**src/rtl/mem_arbiter.sv**
```systemverilog
// ---------------------------------------------------------------------------
// mem_arbiter
//   Shares one single-port instruction/data memory between the fetch unit
//   (read-only) and the load/store unit (read/write). One transaction is
//   outstanding at a time, and each response is routed back to the requester
//   that issued it. A fetch flush drops any stale instruction response.
//
// Optional feature (build macro MEM_ARB_STARVE_GUARD_EN):
//   Counts consecutive load/store grants made while a fetch is waiting. After
//   STARVE_LIMIT of them, the next contested grant goes to fetch.
//
// Ports:
//   clk, rst                      clock (rising edge); async active-high reset
//   if_req_*                      fetch request (valid/addr) with ready
//   if_flush                      discard any in-flight fetch
//   if_resp_valid/data            registered fetch response, one-cycle pulse
//   ls_req_*                      load/store request (valid/we/addr/wdata/wstrb)
//                                 with ready
//   ls_resp_valid/data            registered load data or store ack
//                                 (data is 0 for stores)
//   mem_req/we/addr/wdata/wstrb   memory request, held stable until mem_gnt
//   mem_gnt, mem_rvalid, mem_rdata memory handshake and response
// ---------------------------------------------------------------------------
module mem_arbiter #(
    parameter int unsigned XLEN         = 32,
    parameter int unsigned STARVE_LIMIT = 4
) (
    input  logic                clk,
    input  logic                rst,
    input  logic                if_req_valid,
    input  logic [XLEN-1:0]     if_req_addr,
    output logic                if_req_ready,
    input  logic                if_flush,
    output logic                if_resp_valid,
    output logic [XLEN-1:0]     if_resp_data,
    input  logic                ls_req_valid,
    input  logic                ls_req_we,
    input  logic [XLEN-1:0]     ls_req_addr,
    input  logic [XLEN-1:0]     ls_req_wdata,
    input  logic [XLEN/8-1:0]   ls_req_wstrb,
    output logic                ls_req_ready,
    output logic                ls_resp_valid,
    output logic [XLEN-1:0]     ls_resp_data,
    output logic                mem_req,
    output logic                mem_we,
    output logic [XLEN-1:0]     mem_addr,
    output logic [XLEN-1:0]     mem_wdata,
    output logic [XLEN/8-1:0]   mem_wstrb,
    input  logic                mem_gnt,
    input  logic                mem_rvalid,
    input  logic [XLEN-1:0]     mem_rdata
);

    typedef enum logic [1:0] {
        IDLE = 2'd0,
        REQ  = 2'd1,
        WAIT = 2'd2
    } state_t;

    state_t                r_state;
    state_t                w_next;

    logic [XLEN-1:0]       r_addr;
    logic                  r_we;
    logic [XLEN-1:0]       r_wdata;
    logic [XLEN/8-1:0]     r_wstrb;
    logic                  r_owner;   // 0 = fetch, 1 = load/store
    logic                  r_drop;    // fetch flushed while waiting for data
    logic                  r_if_resp_valid;
    logic [XLEN-1:0]       r_if_resp_data;
    logic                  r_ls_resp_valid;
    logic [XLEN-1:0]       r_ls_resp_data;

    logic                  w_idle;
    logic                  w_if_ok;
    logic                  w_force_if;
    logic                  w_ls_acc;
    logic                  w_if_acc;

    // Ready is held low during reset so that every output reads 0 while rst=1.
    assign w_idle  = (r_state == IDLE) && !rst;
    // A fetch presented together with a flush is stale; it is never accepted.
    assign w_if_ok = if_req_valid && !if_flush;

`ifdef MEM_ARB_STARVE_GUARD_EN
    localparam int unsigned STREAK_W = $clog2(STARVE_LIMIT + 1);
    localparam logic [STREAK_W-1:0] STREAK_MAX = STREAK_W'(STARVE_LIMIT);

    logic [STREAK_W-1:0]   r_ls_streak;

    assign w_force_if = (r_ls_streak == STREAK_MAX) && w_if_ok && ls_req_valid;

    always_ff @(posedge clk or posedge rst) begin
        if (rst) begin
            r_ls_streak <= '0;
        end else if (w_ls_acc && if_req_valid) begin
            // Saturate: a flushed fetch can let ls win again at the limit.
            if (r_ls_streak != STREAK_MAX) begin
                r_ls_streak <= r_ls_streak + 1'b1;
            end
        end else if (w_if_acc || ((r_state == IDLE) && !if_req_valid)) begin
            r_ls_streak <= '0;
        end
    end
`else
    assign w_force_if = 1'b0;
`endif

    assign w_ls_acc     = w_idle && ls_req_valid && !w_force_if;
    assign w_if_acc     = w_idle && w_if_ok && !w_ls_acc;
    assign ls_req_ready = w_ls_acc;
    assign if_req_ready = w_if_acc;

    assign mem_req       = (r_state == REQ);
    assign mem_we        = r_we;
    assign mem_addr      = r_addr;
    assign mem_wdata     = r_wdata;
    assign mem_wstrb     = r_wstrb;
    assign if_resp_valid = r_if_resp_valid;
    assign if_resp_data  = r_if_resp_data;
    assign ls_resp_valid = r_ls_resp_valid;
    assign ls_resp_data  = r_ls_resp_data;

    always_comb begin
        w_next = r_state;
        case (r_state)
            IDLE: begin
                if (w_ls_acc || w_if_acc) begin
                    w_next = REQ;
                end
            end
            REQ: begin
                // A grant takes priority over a flush: the memory has already
                // committed, so the response must still be consumed in WAIT.
                if (mem_gnt) begin
                    w_next = WAIT;
                end else if (!r_owner && if_flush) begin
                    w_next = IDLE;
                end
            end
            WAIT: begin
                if (mem_rvalid) begin
                    w_next = IDLE;
                end
            end
            default: w_next = IDLE;
        endcase
    end

    always_ff @(posedge clk or posedge rst) begin
        if (rst) begin
            r_state         <= IDLE;
            r_addr          <= '0;
            r_we            <= 1'b0;
            r_wdata         <= '0;
            r_wstrb         <= '0;
            r_owner         <= 1'b0;
            r_drop          <= 1'b0;
            r_if_resp_valid <= 1'b0;
            r_if_resp_data  <= '0;
            r_ls_resp_valid <= 1'b0;
            r_ls_resp_data  <= '0;
        end else begin
            r_state         <= w_next;
            r_if_resp_valid <= 1'b0;
            r_ls_resp_valid <= 1'b0;

            if (w_ls_acc) begin
                r_addr  <= ls_req_addr;
                r_we    <= ls_req_we;
                r_wdata <= ls_req_wdata;
                r_wstrb <= ls_req_wstrb;
                r_owner <= 1'b1;
            end else if (w_if_acc) begin
                r_addr  <= if_req_addr;
                r_we    <= 1'b0;
                r_wdata <= '0;
                r_wstrb <= '0;
                r_owner <= 1'b0;
            end

            case (r_state)
                REQ: begin
                    if (mem_gnt && !r_owner && if_flush) begin
                        r_drop <= 1'b1;
                    end
                end
                WAIT: begin
                    if (mem_rvalid) begin
                        r_drop <= 1'b0;
                        if (r_owner) begin
                            r_ls_resp_valid <= 1'b1;
                            r_ls_resp_data  <= r_we ? '0 : mem_rdata;
                        end else if (!(r_drop || if_flush)) begin
                            r_if_resp_valid <= 1'b1;
                            r_if_resp_data  <= mem_rdata;
                        end
                    end else if (!r_owner && if_flush) begin
                        r_drop <= 1'b1;
                    end
                end
                default: ;
            endcase
        end
    end

endmodule

```
**config.mk**
```make
export PLATFORM = sky130hd
export DESIGN_NAME = mem_arbiter
export DESIGN_NICKNAME = d
export VERILOG_FILES = /design/src/rtl/mem_arbiter.sv
export SDC_FILE = /design/constraint.sdc
export NUM_CORES = 1
export LEC_CHECK = 0
export CAP_MARGIN = 10
export CORE_ASPECT_RATIO = 0.5
export CORE_MARGIN = 1.5
export CORE_UTILIZATION = 30
export CTS_BUF_LIST = sky130_fd_sc_hd__clkbuf_2 sky130_fd_sc_hd__clkbuf_4 sky130_fd_sc_hd__clkbuf_8
export DETAILED_ROUTE_END_ITERATION = 10
export GPL_ROUTABILITY_DRIVEN = 0
export SLEW_MARGIN = 20
export SYNTH_ARGS = -nofsm -noshare
export SYNTH_HDL_FRONTEND = slang
export SYNTH_SLANG_ARGS = --single-unit
export TNS_END_PERCENT = 10
```
**constraint.sdc**
```tcl
create_clock -name clk -period 7 [get_ports clk]
set_input_delay 1.4 -clock clk [delete_from_list [all_inputs] [get_ports clk]]
set_output_delay 1.4 -clock clk [all_outputs]
set_load 0.01 [all_outputs]
```
### Word-level counts from Yosys, hierarchy flattened

Cells that the tools add are included.

| cells by class | value |
|---|---|
| $mul | 0 |
| reductions and logical operators | 21 |
| divide/modulo/power cells | 0 |
| mux-type cells | 26 |
| $lt $le $gt $ge | 0 |
| eq/ne operators | 7 |
| shift operators | 0 |
| bitwise logic cells | 2 |
| add/sub/neg operators | 0 |

Operators by type and width:

| operator | count |
|---|---|
| 32-bit 2-to-1 mux | 5 |
| 1-bit 2-to-1 mux | 13 |
| 3-bit AND reduction | 3 |
| 1-bit logical AND | 8 |
| 2-bit 2-to-1 mux | 4 |
| 4-bit 2-to-1 mux | 2 |
| 2-bit one-hot mux with 3 select lines | 1 |
| 1-bit zero test | 4 |
| 2-bit by 1-bit inequality test with 1-bit output (second input constant) | 2 |
| 4-bit AND reduction | 1 |
| 2-bit nonzero test | 2 |
| 3-bit by 1-bit inequality test with 1-bit output (second input constant) | 1 |
| 3-bit inequality test (second input constant) | 1 |
| 2-bit by 1-bit equality test with 1-bit output (second input constant) | 1 |
| 2-bit equality test (second input constant) | 1 |
| 2-bit zero test | 1 |
| 1-bit logical OR | 2 |
| 2-bit inequality test (second input constant) | 1 |
| 1-bit inverter | 2 |
| 1-bit one-hot mux with 2 select lines | 1 |

| word-level totals | value |
|---|---|
| latch bits | 0 |
| memory bits (writable) | 0 |
| memory bits (read-only) | 0 |
| memories kept | 0 |
| output and inout port bits | 138 |
| input port bits | 140 |
| bits in registers | 139 |
| word-level logic and storage cells | 67 |

### Longest topological paths before layout

Gate-level depths: netlist of run 1.

| logic depth | value |
|---|---|
| depth in word-level cells | 8 |
| gate-level depth with buffers | 8 |
| mapped depth without buffers | 6 |

### Worst setup path after synthesis of run 1

OpenSTA, ideal clock, no wires.

| timing path | value |
|---|---|
| path type | input to output |
| start point | input port rst |
| end point | output port if_req_ready |
| stages | 3 |
| data arrival time | 4.922 ns |
| path buffers | 0 |
| required time | 5.600 ns |
| setup slack | 0.678 ns |
| cell sequence | inv_1 -> nand2_1 -> nor3_1 |

| on the way | value |
|---|---|
| longest elaborated chain between the ends | 5 |
| elaborated cells on any way between the ends | 6 |
| classes of those cells | reduce/logical: 6 |

Ends and longest elaborated chain:

| element | line | source |
|---|---|---|
| start, declared | 29 | `input logic rst,` |
| 1-bit zero test (no source line) * | -- |  |
| 1-bit logical AND * | 81 | `assign w_idle = (r_state == IDLE) && !rst;` |
| 1-bit logical AND | 109 | `assign w_ls_acc = w_idle && ls_req_valid && !w_force_if;` |
| 1-bit zero test | 110 | `assign w_if_acc = w_idle && w_if_ok && !w_ls_acc;` |
| 1-bit logical AND * | 110 |  |
| end, declared | 32 | `output logic if_req_ready,` |

Mark *: on every way between the ends. The rest lies on a longest branch, timed or not.

### Worst setup path in the final report of run 1

| timing path | value |
|---|---|
| start point | input port rst |
| end point | output port ls_req_ready |

| on the way | value |
|---|---|
| longest elaborated chain between the ends | 3 |

Ends and longest elaborated chain:

| element | line | source |
|---|---|---|
| 1-bit zero test (no source line) | -- |  |
| 1-bit logical AND | 81 |  |
| 1-bit logical AND | 109 |  |
| end, declared | 41 | `output logic ls_req_ready,` |

No other way between the ends.

==> flow_summary_export.csv, run 1 <==
group,metric,value,unit
cells_and_area,layout.nets,883,
routing,wl_per_cell,16.23,um
worst_setup_path,r2r_cells,7,
floorplanning,ios,278,
timing,setup_viol,0,
timing,setup_tns,0,ps
global_route,grt_pass1_wl,25250,um
timing,period_share,70.74,%
global_route,use_met2,30.01,%
synth,ys_types,27,
cts,htreeDepth,4,
hold_path,hold_path_startpoint,"mem_addr[26]",
timing,finalHoldViolations,0,
placed_design,dp.cells,977,
synth,syn_nets,611,
floorplanning,die_h,100.0,um
timing,slew-limit-headroom,40.88,%
worst_setup_path,endpoint,"ls_req_ready",
global_route,grt_max_degree,73,
timing,slew_viol_final,0,
global_route,grt_pass1_vias,4520,
cts,clockBufferDepth,2,
placed_design,hpwlAfterDp,11800,um
power,p_comb_share,41.9,%
global_route,met1_usage,20.53,%
worst_setup_path,regToRegSetupSlack,4730,ps
synth,synth_edf_count,0,
worst_setup_path,worst-setup-path-type,"in2out",
power,swShare,32.10,%
routing,drtIter0Drc,124,
global_route,grtUsageMet3,3.091,%
power,p_switching,1.108,mW
cts,clk_root_buffer_cell,"clkbuf_8",
timing,finalClockSkew,16.96,ps
cells_and_area,area_growth,61.84,%
cts,cts_setup_buffers,0,
worst_setup_path,path_max_fanout,38,
synth,synth_common_cells,"dfrtp_1, nand2_1, o21ai_0",
cts,hold_buffers,0,
synth,synth_cells,467,
synth,synth_top_area_cell,"dfrtp_1",
timing,tightest_slew,886.8,ps
routing,wl,16410,um
timing,rsz0062_at_grt,"false",
timing,fmax,201.9,MHz
synth,synth-main-ff-cell,"dfrtp_1",
synth,syn_area_per_cell,12.09,um2
cells_and_area,drive_above_1_share,10.51,%
floorplanning,fp-row-count,35,
cells_and_area,stdcell_area,9139,um2
synth,netlist_area,5647,um2
synth,synthArstFlopShare,100.0,%
timing,whs,483.0,ps
global_route,track_usage,16.75,%
worst_setup_path,cp-end-kind,"output port",
synth,synth.most_common_cell,"dfrtp_1",
synth,synthTopCellsByArea,"dfrtp_1, mux2_2, a22o_1",
routing,first_pass_iters,4,
global_route,antenna_found_initial,0,
placed_design,portBuffers,277,
worst_setup_path,crit_start,"rst",
synth,yosys_warnings,0,
cts,cts_resized,0,
floorplanning,start_util,30.63,%
worst_setup_path,r2r-end,"mem_wstrb[0]",
cells_and_area,stdcell_count,1011,
job,maxCapViolCount,0,
outcome,status,"completed",
global_route,grt-ovfl-total,0,
routing,remaining_drc_errors,0,
floorplanning,dieArea,19700,um2
timing,finalCriticalPeriod,4952,ps
power,ir_worst_vdd,0.1339,mV
worst_setup_path,crit_required,5600,ps
power,leakage,4.153,nW
hold_path,hold_path_class,"reg2reg",
floorplanning,core,18440,um2
synth,ys_seq_area_share,61.60,%
worst_setup_path,timing.rr.start,"r_state[0]",
power,p_int,2.343,mW
power,power,3.451,mW
global_route,busiest_layer,"met2",
cts,numCtsBuffers,17,
power,p_clk_share,20.8,%
synth,synth_top_area_share,61.60,%
routing,postRouteAntennaNets,0,
worst_setup_path,worstPathArrival,3550,ps
worst_setup_path,start_kind,"primary input",
cts,clkSinkCount,139,
power,power-per-cell-area,377.6,nW/um2
cts,cts_tree,"built",
routing,via_per_inst,4.351,
cts,insertion_delay,440,ps
power,pwr-share-seq,37.3,%
routing,dr_total_vias,4399,
cells_and_area,diodes,0,
synth,ys_ff_latch,139,
placed_design,place_area,8655,um2
cts,cts.clk_slew.worst_paths,80,ps
floorplanning,die_w,197.0,um
[kinds of logic (layout without fill, tap and decap cells)]
family	count (synthesis)	in the layout	share of synthesized area (%)
and+or+nand+nor	111	111	9.639
adders and majority gates	4	4	0.8864
buffers and inverters	37	322	3.014
DFF	139	139	61.60
AOI/OAI and AO/OA	111	111	12.61
muxes	65	65	12.25
[critical path, cell delays in order]
cell and delay, ps:
clkdlybuf4s50_1 510, nor2b_1 320, nand2_2 120, inv_2 510, clkdlybuf4s50_1 670
[per-layer routing]
metal / part of all wire (%) / wire length, um / vias to the layer above
met4: 1.3 / 217 / 0
met3: 2.9 / 483 / 15
li1: - / - / 2157
met1: 43 / 7060 / 2137
met5: 0 / 0 / -
met2: 53 / 8649 / 90
[power groups by stage]
stage | combinational, mW | sequential (mW) | clock, mW
6_report | 1.45 | 1.29 | 0.719
5_1_grt | 1.56 | 1.33 | 0.783
4_1_cts | 1.46 | 1.29 | 0.747
3_5_place_dp | 1.46 | 1.30 | 0
3_3_place_gp | 1.44 | 1.29 | 0
2_1_floorplan | 0.458 | 1.43 | 0
[state kept, by name, indices dropped and copies added, names as in the netlist]
| signal | flops |
|---|---|
| if_resp_data | 32 |
| if_resp_valid | 1 |
| ls_resp_data | 32 |
| ls_resp_valid | 1 |
| mem_addr | 32 |
| mem_wdata | 32 |
| mem_we | 1 |
| mem_wstrb | 4 |
| r_drop | 1 |
| r_owner | 1 |
| r_state | 2 |
[placed cells by master (no fill, tap or decap), types with 2 or more instances in the layout]
| cell | instances |
|---|---|
| o21ai_0 | 62 |
| bufinv_16 | 4 |
| o21ai_1 | 4 |
| clkinvlp_4 | 2 |
| a22o_1 | 37 |
| mux2_2 | 31 |
| clkinv_4 | 3 |
| ha_1 | 4 |
| buf_4 | 5 |
| mux2_1 | 2 |
| clkdlybuf4s50_1 | 277 |
| dfrtp_1 | 139 |
| nand2_1 | 68 |
| mux2i_1 | 32 |
| clkbuf_8 | 18 |
| nor2b_1 | 4 |
| a21oi_1 | 3 |
| nand2b_1 | 33 |
| inv_1 | 4 |
| clkinv_2 | 3 |
| inv_6 | 3 |
[worst min path at each step]
stage	end	slack, ps	cells past startpoint
6_report	mem_addr[26]	480	2
5_1_grt	mem_addr[28]	510	2
4_1_cts	ls_resp_data[5]	490	2
3_5_place_dp	ls_resp_data[9]	470	2
3_3_place_gp	ls_resp_data[17]	460	2
2_1_floorplan	r_state[0]	490	1
[stage by stage]
stage	utilization, %	worst slack (ps)
after floorplan	-	678.0
final	49.57	2048
after detailed placement	46.94	2066
after global routing	49.57	1932
after global placement	46.94	2045
after CTS	49.30	2045
[layout make-up]
class                   count  area (um2)
clock buffers              18       241.5
well taps                 259       324.1
repair buffers            284        2851
multi-input cells         291        2022
fillers                  1673        9298
inverters                   6       27.53
flip-flops and latches    139        3478
clock inverters            14       193.9
Note: power is estimated with default switching activity, not from simulation.
==> inputs of run 2 (changes only) <==
==> constraint.sdc (replaced) <==
create_clock -name clk -period 4.1 [get_ports clk]
set_input_delay 0.82 -clock clk [delete_from_list [all_inputs] [get_ports clk]]
set_output_delay 0.82 -clock clk [all_outputs]
set_load 0.01 [all_outputs]
==> run 2 against run 1 <==
Against the previous run: sequential power grew 70%; power grew 72%; first-iteration DRC count grew 5.6%; final cell count grew 0.20%; setup slack lost 1200 ps; critical path type unchanged; critical endpoint unchanged; largest power group unchanged.
==> flow_summary_export.csv, run 2 (synthesized netlist as in run 1, its figures left out) <==
group,metric,value,unit
worst_setup_path,crit_required,3280,ps
cells_and_area,fill_cells,1693,
global_route,grt_pass1_vias,4576,
timing,fmax,311.1,MHz
power,ir_worst_vdd,0.2913,mV
cells_and_area,final_common_cell,"clkdlybuf4s50_1",
cells_and_area,layout.nets,885,
hold_path,min_path_cells,2,
timing,tightest_slew,956.7,ps
worst_setup_path,r2r-end,"mem_addr[2]",
hold_path,hold_path_class,"reg2reg",
cells_and_area,drive_above_1_share,10.74,%
floorplanning,die_w,197.0,um
floorplanning,start_util,30.63,%
timing,setup_tns,0,ps
routing,drtIter0Drc,131,
cts,clockBufferDepth,2,
cts,cts_setup_buffers,0,
worst_setup_path,path_max_fanout,3,
worst_setup_path,start_kind,"primary input",
cts,clk_root_buffer_cell,"clkbuf_8",
job,maxCapViolCount,0,
timing,period_share,78.40,%
cts,clkSinkCount,139,
routing,first_pass_iters,4,
hold_path,hold_end,"mem_addr[12]",
power,leakage,4.161,nW
placed_design,portBuffers,277,
routing,via_per_inst,4.356,
floorplanning,dieArea,19700,um2
timing,finalCriticalPeriod,3214,ps
cts,insertion_delay,430,ps
floorplanning,ios,278,
routing,remaining_drc_errors,0,
routing,wl,16230,um
worst_setup_path,regToRegSetupSlack,1900,ps
hold_path,hold_path_startpoint,"mem_addr[12]",
timing,slew-limit-headroom,36.22,%
routing,dr_total_vias,4413,
floorplanning,fp-row-count,35,
power,power,5.948,mW
placed_design,hpwlAfterDp,11840,um
timing,setup_viol,0,
routing,postRouteAntennaNets,0,
worst_setup_path,worst-setup-path-type,"in2out",
global_route,track_usage,17.08,%
worst_setup_path,cp-end-kind,"output port",
timing,finalClockSkew,13.47,ps
power,power-per-cell-area,649.7,nW/um2
cts,hold_buffers,0,
cts,cts_tree,"built",
cts,cts.clk_slew.worst_paths,80,ps
cells_and_area,area_growth,62.11,%
cts,cts_resized,0,
timing,rsz0062_at_grt,"false",
timing,finalHoldViolations,0,
floorplanning,die_h,100.0,um
global_route,grt_max_degree,77,
cells_and_area,layout_common_cells,"clkdlybuf4s50_1, dfrtp_1, nand2_1, o21ai_0, a22o_1",
outcome,status,"completed",
routing,wl_per_cell,16.03,um
worst_setup_path,timing.rr.start,"r_state[0]",
floorplanning,core,18440,um2
global_route,antenna_found_initial,0,
cells_and_area,multiInputGateArea,2022,um2
cts,numCtsBuffers,17,
cts,htreeDepth,4,
timing,slew_viol_final,0,
global_route,grt_pass1_wl,25700,um
cells_and_area,diodes,0,
global_route,grt-ovfl-total,0,
worst_setup_path,r2r_cells,7,
worst_setup_path,worstPathArrival,2390,ps
cells_and_area,seqCellArea,3478,um2
==> run 2: cell count changes in the layout (fill, tap and decap cells not counted) <==
cell	before	now
bufinv_16	4	5
buf_16	1	0
clkinvlp_4	2	3
buf_4	5	9
clkbuf_4	1	0
clkinv_4	3	1
==> run 2: area by class of cell <==
cell class              count  share of cell area [%]
flip-flops and latches    139                   38.00
repair buffers            286                   31.03
multi-input cells         291                   22.09
well taps                 259                   3.540
clock buffers              18                   2.706
clock inverters            14                   2.351
inverters                   6                  0.2870
==> run 2: routing by layer <==
| layer | vias to the layer above | part of all wire (%) | track usage (%) | wire (um) |
|---|---|---|---|---|
| li1 | 2161 | - | - | - |
| met1 | 2157 | 43 | 21.01 | 6958 |
| met2 | 85 | 53 | 30.31 | 8562 |
| met3 | 10 | 3.5 | 4.234 | 561 |
| met4 | 0 | 0.94 | 4.287 | 152 |
| met5 | - | 0 | 0 | 0 |
==> run 2: where the power goes <==
part / switching [mW] / internal, mW
logic: 1.04 / 1.42
registers: 0.289 / 1.90
clock network: 0.553 / 0.745
total: 1.88 / 4.07
==> run 2: through the flow <==
step	hold WS (ps)	setup WS (ps)	cells	utilization, %	cell area [um2]
after floorplan	493.5	90.04	467	-	5650
after global placement	461.8	894.9	981	47.10	8683
after detailed placement	468.6	891.5	981	47.10	8683
after CTS	487.7	872.5	1013	49.61	9146
after global routing	515.8	793.1	1013	49.65	9154
final	480.9	885.5	1013	49.65	9154
==> run 2: worst max-delay path by stage <==
stage                              end  start  slack [ps]
after floorplan           if_req_ready    rst          90
after global placement    ls_req_ready    rst         890
after detailed placement  ls_req_ready    rst         890
after CTS                 ls_req_ready    rst         870
after global routing      ls_req_ready    rst         790
final                     ls_req_ready    rst         890
==> run 2: worst max-delay path, cell delays in order <==
cell	delay, ps
clkdlybuf4s50_1	480
nor2b_1	290
nand2_2	180
inv_2	90
clkdlybuf4s50_1	530
==> inputs of run 3 (changes only) <==
==> constraint.sdc (replaced) <==
create_clock -name clk -period 3.3 [get_ports clk]
set_input_delay 0.66 -clock clk [delete_from_list [all_inputs] [get_ports clk]]
set_output_delay 0.66 -clock clk [all_outputs]
set_load 0.01 [all_outputs]
==> run 3 against run 2 <==
Against the previous run: utilization is 0.068 points higher; design area is 0.14% higher; final cell count stayed put; sequential cell count stayed put; global-route usage hardly changed; critical endpoint unchanged; clock skew is 6.0 ps higher; clock power is 24% higher.
==> flow_summary_export.csv, run 3 (synthesized netlist as in run 1, its figures left out) <==
group,metric,value,unit
floorplanning,dieArea,19700,um2
power,swShare,31.70,%
placed_design,place_area,8708,um2
cells_and_area,final_common_cell,"clkdlybuf4s50_1",
power,p_int,5.051,mW
timing,slew_viol_final,0,
routing,wl_per_cell,16.22,um
cts,clkSinkCount,139,
cts,cts.clk_slew.worst_paths,80,ps
timing,slew-limit-headroom,45.37,%
routing,wl,16430,um
placed_design,hpwlAfterDp,12050,um
cells_and_area,utilization,49.72,%
power,power-per-cell-area,806.8,nW/um2
worst_setup_path,path_max_fanout,4,
global_route,grt_max_degree,140,
floorplanning,fp-row-count,35,
routing,via_per_inst,4.421,
timing,setup_tns,0,ps
worst_setup_path,cp-end-kind,"output port",
cells_and_area,stdcell_area,9166,um2
routing,first_pass_iters,5,
global_route,grt_pass1_wl,25890,um
timing,rsz0062_at_grt,"false",
worst_setup_path,timing.rr.start,"r_state[0]",
power,ir_worst_vdd,0.3433,mV
timing,finalCriticalPeriod,2965,ps
routing,postRouteAntennaNets,0,
cts,hold_buffers,0,
worst_setup_path,crit_required,2640,ps
power,p_comb_share,41.5,%
timing,period_share,89.85,%
cells_and_area,layout.nets,885,
cts,cts_resized,0,
job,maxCapViolCount,0,
cells_and_area,diodes,0,
routing,remaining_drc_errors,0,
outcome,status,"completed",
placed_design,portBuffers,277,
power,pwr-share-seq,36.7,%
routing,dr_total_vias,4478,
worst_setup_path,crit_start,"r_state[1]",
cts,insertion_delay,440,ps
floorplanning,start_util,30.63,%
worst_setup_path,worst-setup-path-type,"reg2out",
cells_and_area,drive_above_1_share,10.74,%
timing,fmax,337.3,MHz
global_route,grt_pass1_vias,4623,
timing,setup_viol,0,
global_route,antenna_found_initial,0,
placed_design,dp.cells,981,
floorplanning,die_h,100.0,um
cts,numCtsBuffers,17,
cells_and_area,stdcell_count,1013,
floorplanning,ios,278,
worst_setup_path,start_kind,"flop",
worst_setup_path,regToRegSetupSlack,1190,ps
timing,setup_slack,334.9,ps
cts,cts_tree,"built",
hold_path,hold_path_startpoint,"ls_resp_data[6]",
global_route,grt-ovfl-total,0,
timing,finalClockSkew,19.47,ps
power,p_switching,2.344,mW
cts,clk_root_buffer_cell,"clkbuf_8",
cts,htreeDepth,4,
power,power,7.396,mW
timing,finalHoldViolations,0,
power,leakage,4.172,nW
cells_and_area,layout_common_cells,"clkdlybuf4s50_1, dfrtp_1, nand2_1, o21ai_0, a22o_1",
global_route,track_usage,17.13,%
floorplanning,die_w,197.0,um
placed_design,place_ws,403.6,ps
hold_path,hold_path_class,"reg2reg",
power,p_clk_share,21.8,%
routing,drtIter0Drc,132,
timing,tightest_slew,816.4,ps
cts,cts_setup_buffers,0,
cts,clockBufferDepth,2,
cells_and_area,area_growth,62.33,%
floorplanning,core,18440,um2
worst_setup_path,worstPathArrival,2310,ps
timing,whs,481.0,ps
run 3: cell type report:
| cell class | count | area [um2] |
|---|---|---|
| inverters | 6 | 26.28 |
| multi-input cells | 291 | 2014 |
| repair buffers | 286 | 2865 |
| fillers | 1676 | 9270 |
| well taps | 259 | 324.1 |
| flip-flops and latches | 139 | 3478 |
| clock inverters | 14 | 216.5 |
| clock buffers | 18 | 241.5 |
run 3: path summary, 6_finish.rpt:
| kind | endpoint | cells after the start |
|---|---|---|
| max | ls_req_ready | 6 |
| min | ls_resp_data[6] | 2 |
| max reg2reg | mem_addr[24] | 7 |
| min reg2reg | ls_resp_data[6] | 2 |
| max in group asynchronous | ls_resp_data[1] | 3 |
| min in group asynchronous | ls_resp_data[24] | 3 |
run 3: power groups by stage:
| stage | Combinational [mW] | Sequential [mW] | Clock (mW) |
|---|---|---|---|
| floorplan | 0.972 | 3.04 | 0 |
| global placement | 3.08 | 2.73 | 0 |
| detailed placement | 3.13 | 2.75 | 0 |
| CTS | 3.13 | 2.73 | 1.67 |
| global route | 3.32 | 2.81 | 1.74 |
| finish | 3.07 | 2.72 | 1.61 |
run 3: layer usage:
layer / GRT usage (%) / vias up / wire [um]
li1: - / 2166 / -
met1: 20.97 / 2189 / 6845
met2: 30.36 / 105 / 8652
met3: 3.730 / 18 / 639
met4: 5.520 / 0 / 293
met5: 0 / - / 0
run 3: worst max-delay path, cell delays in order, from the launching register on:
cell	delay (ps)
dfrtp_1	390
inv_1	130
ha_1	250
nor2b_1	330
nand2_2	120
inv_2	110
clkdlybuf4s50_1	560
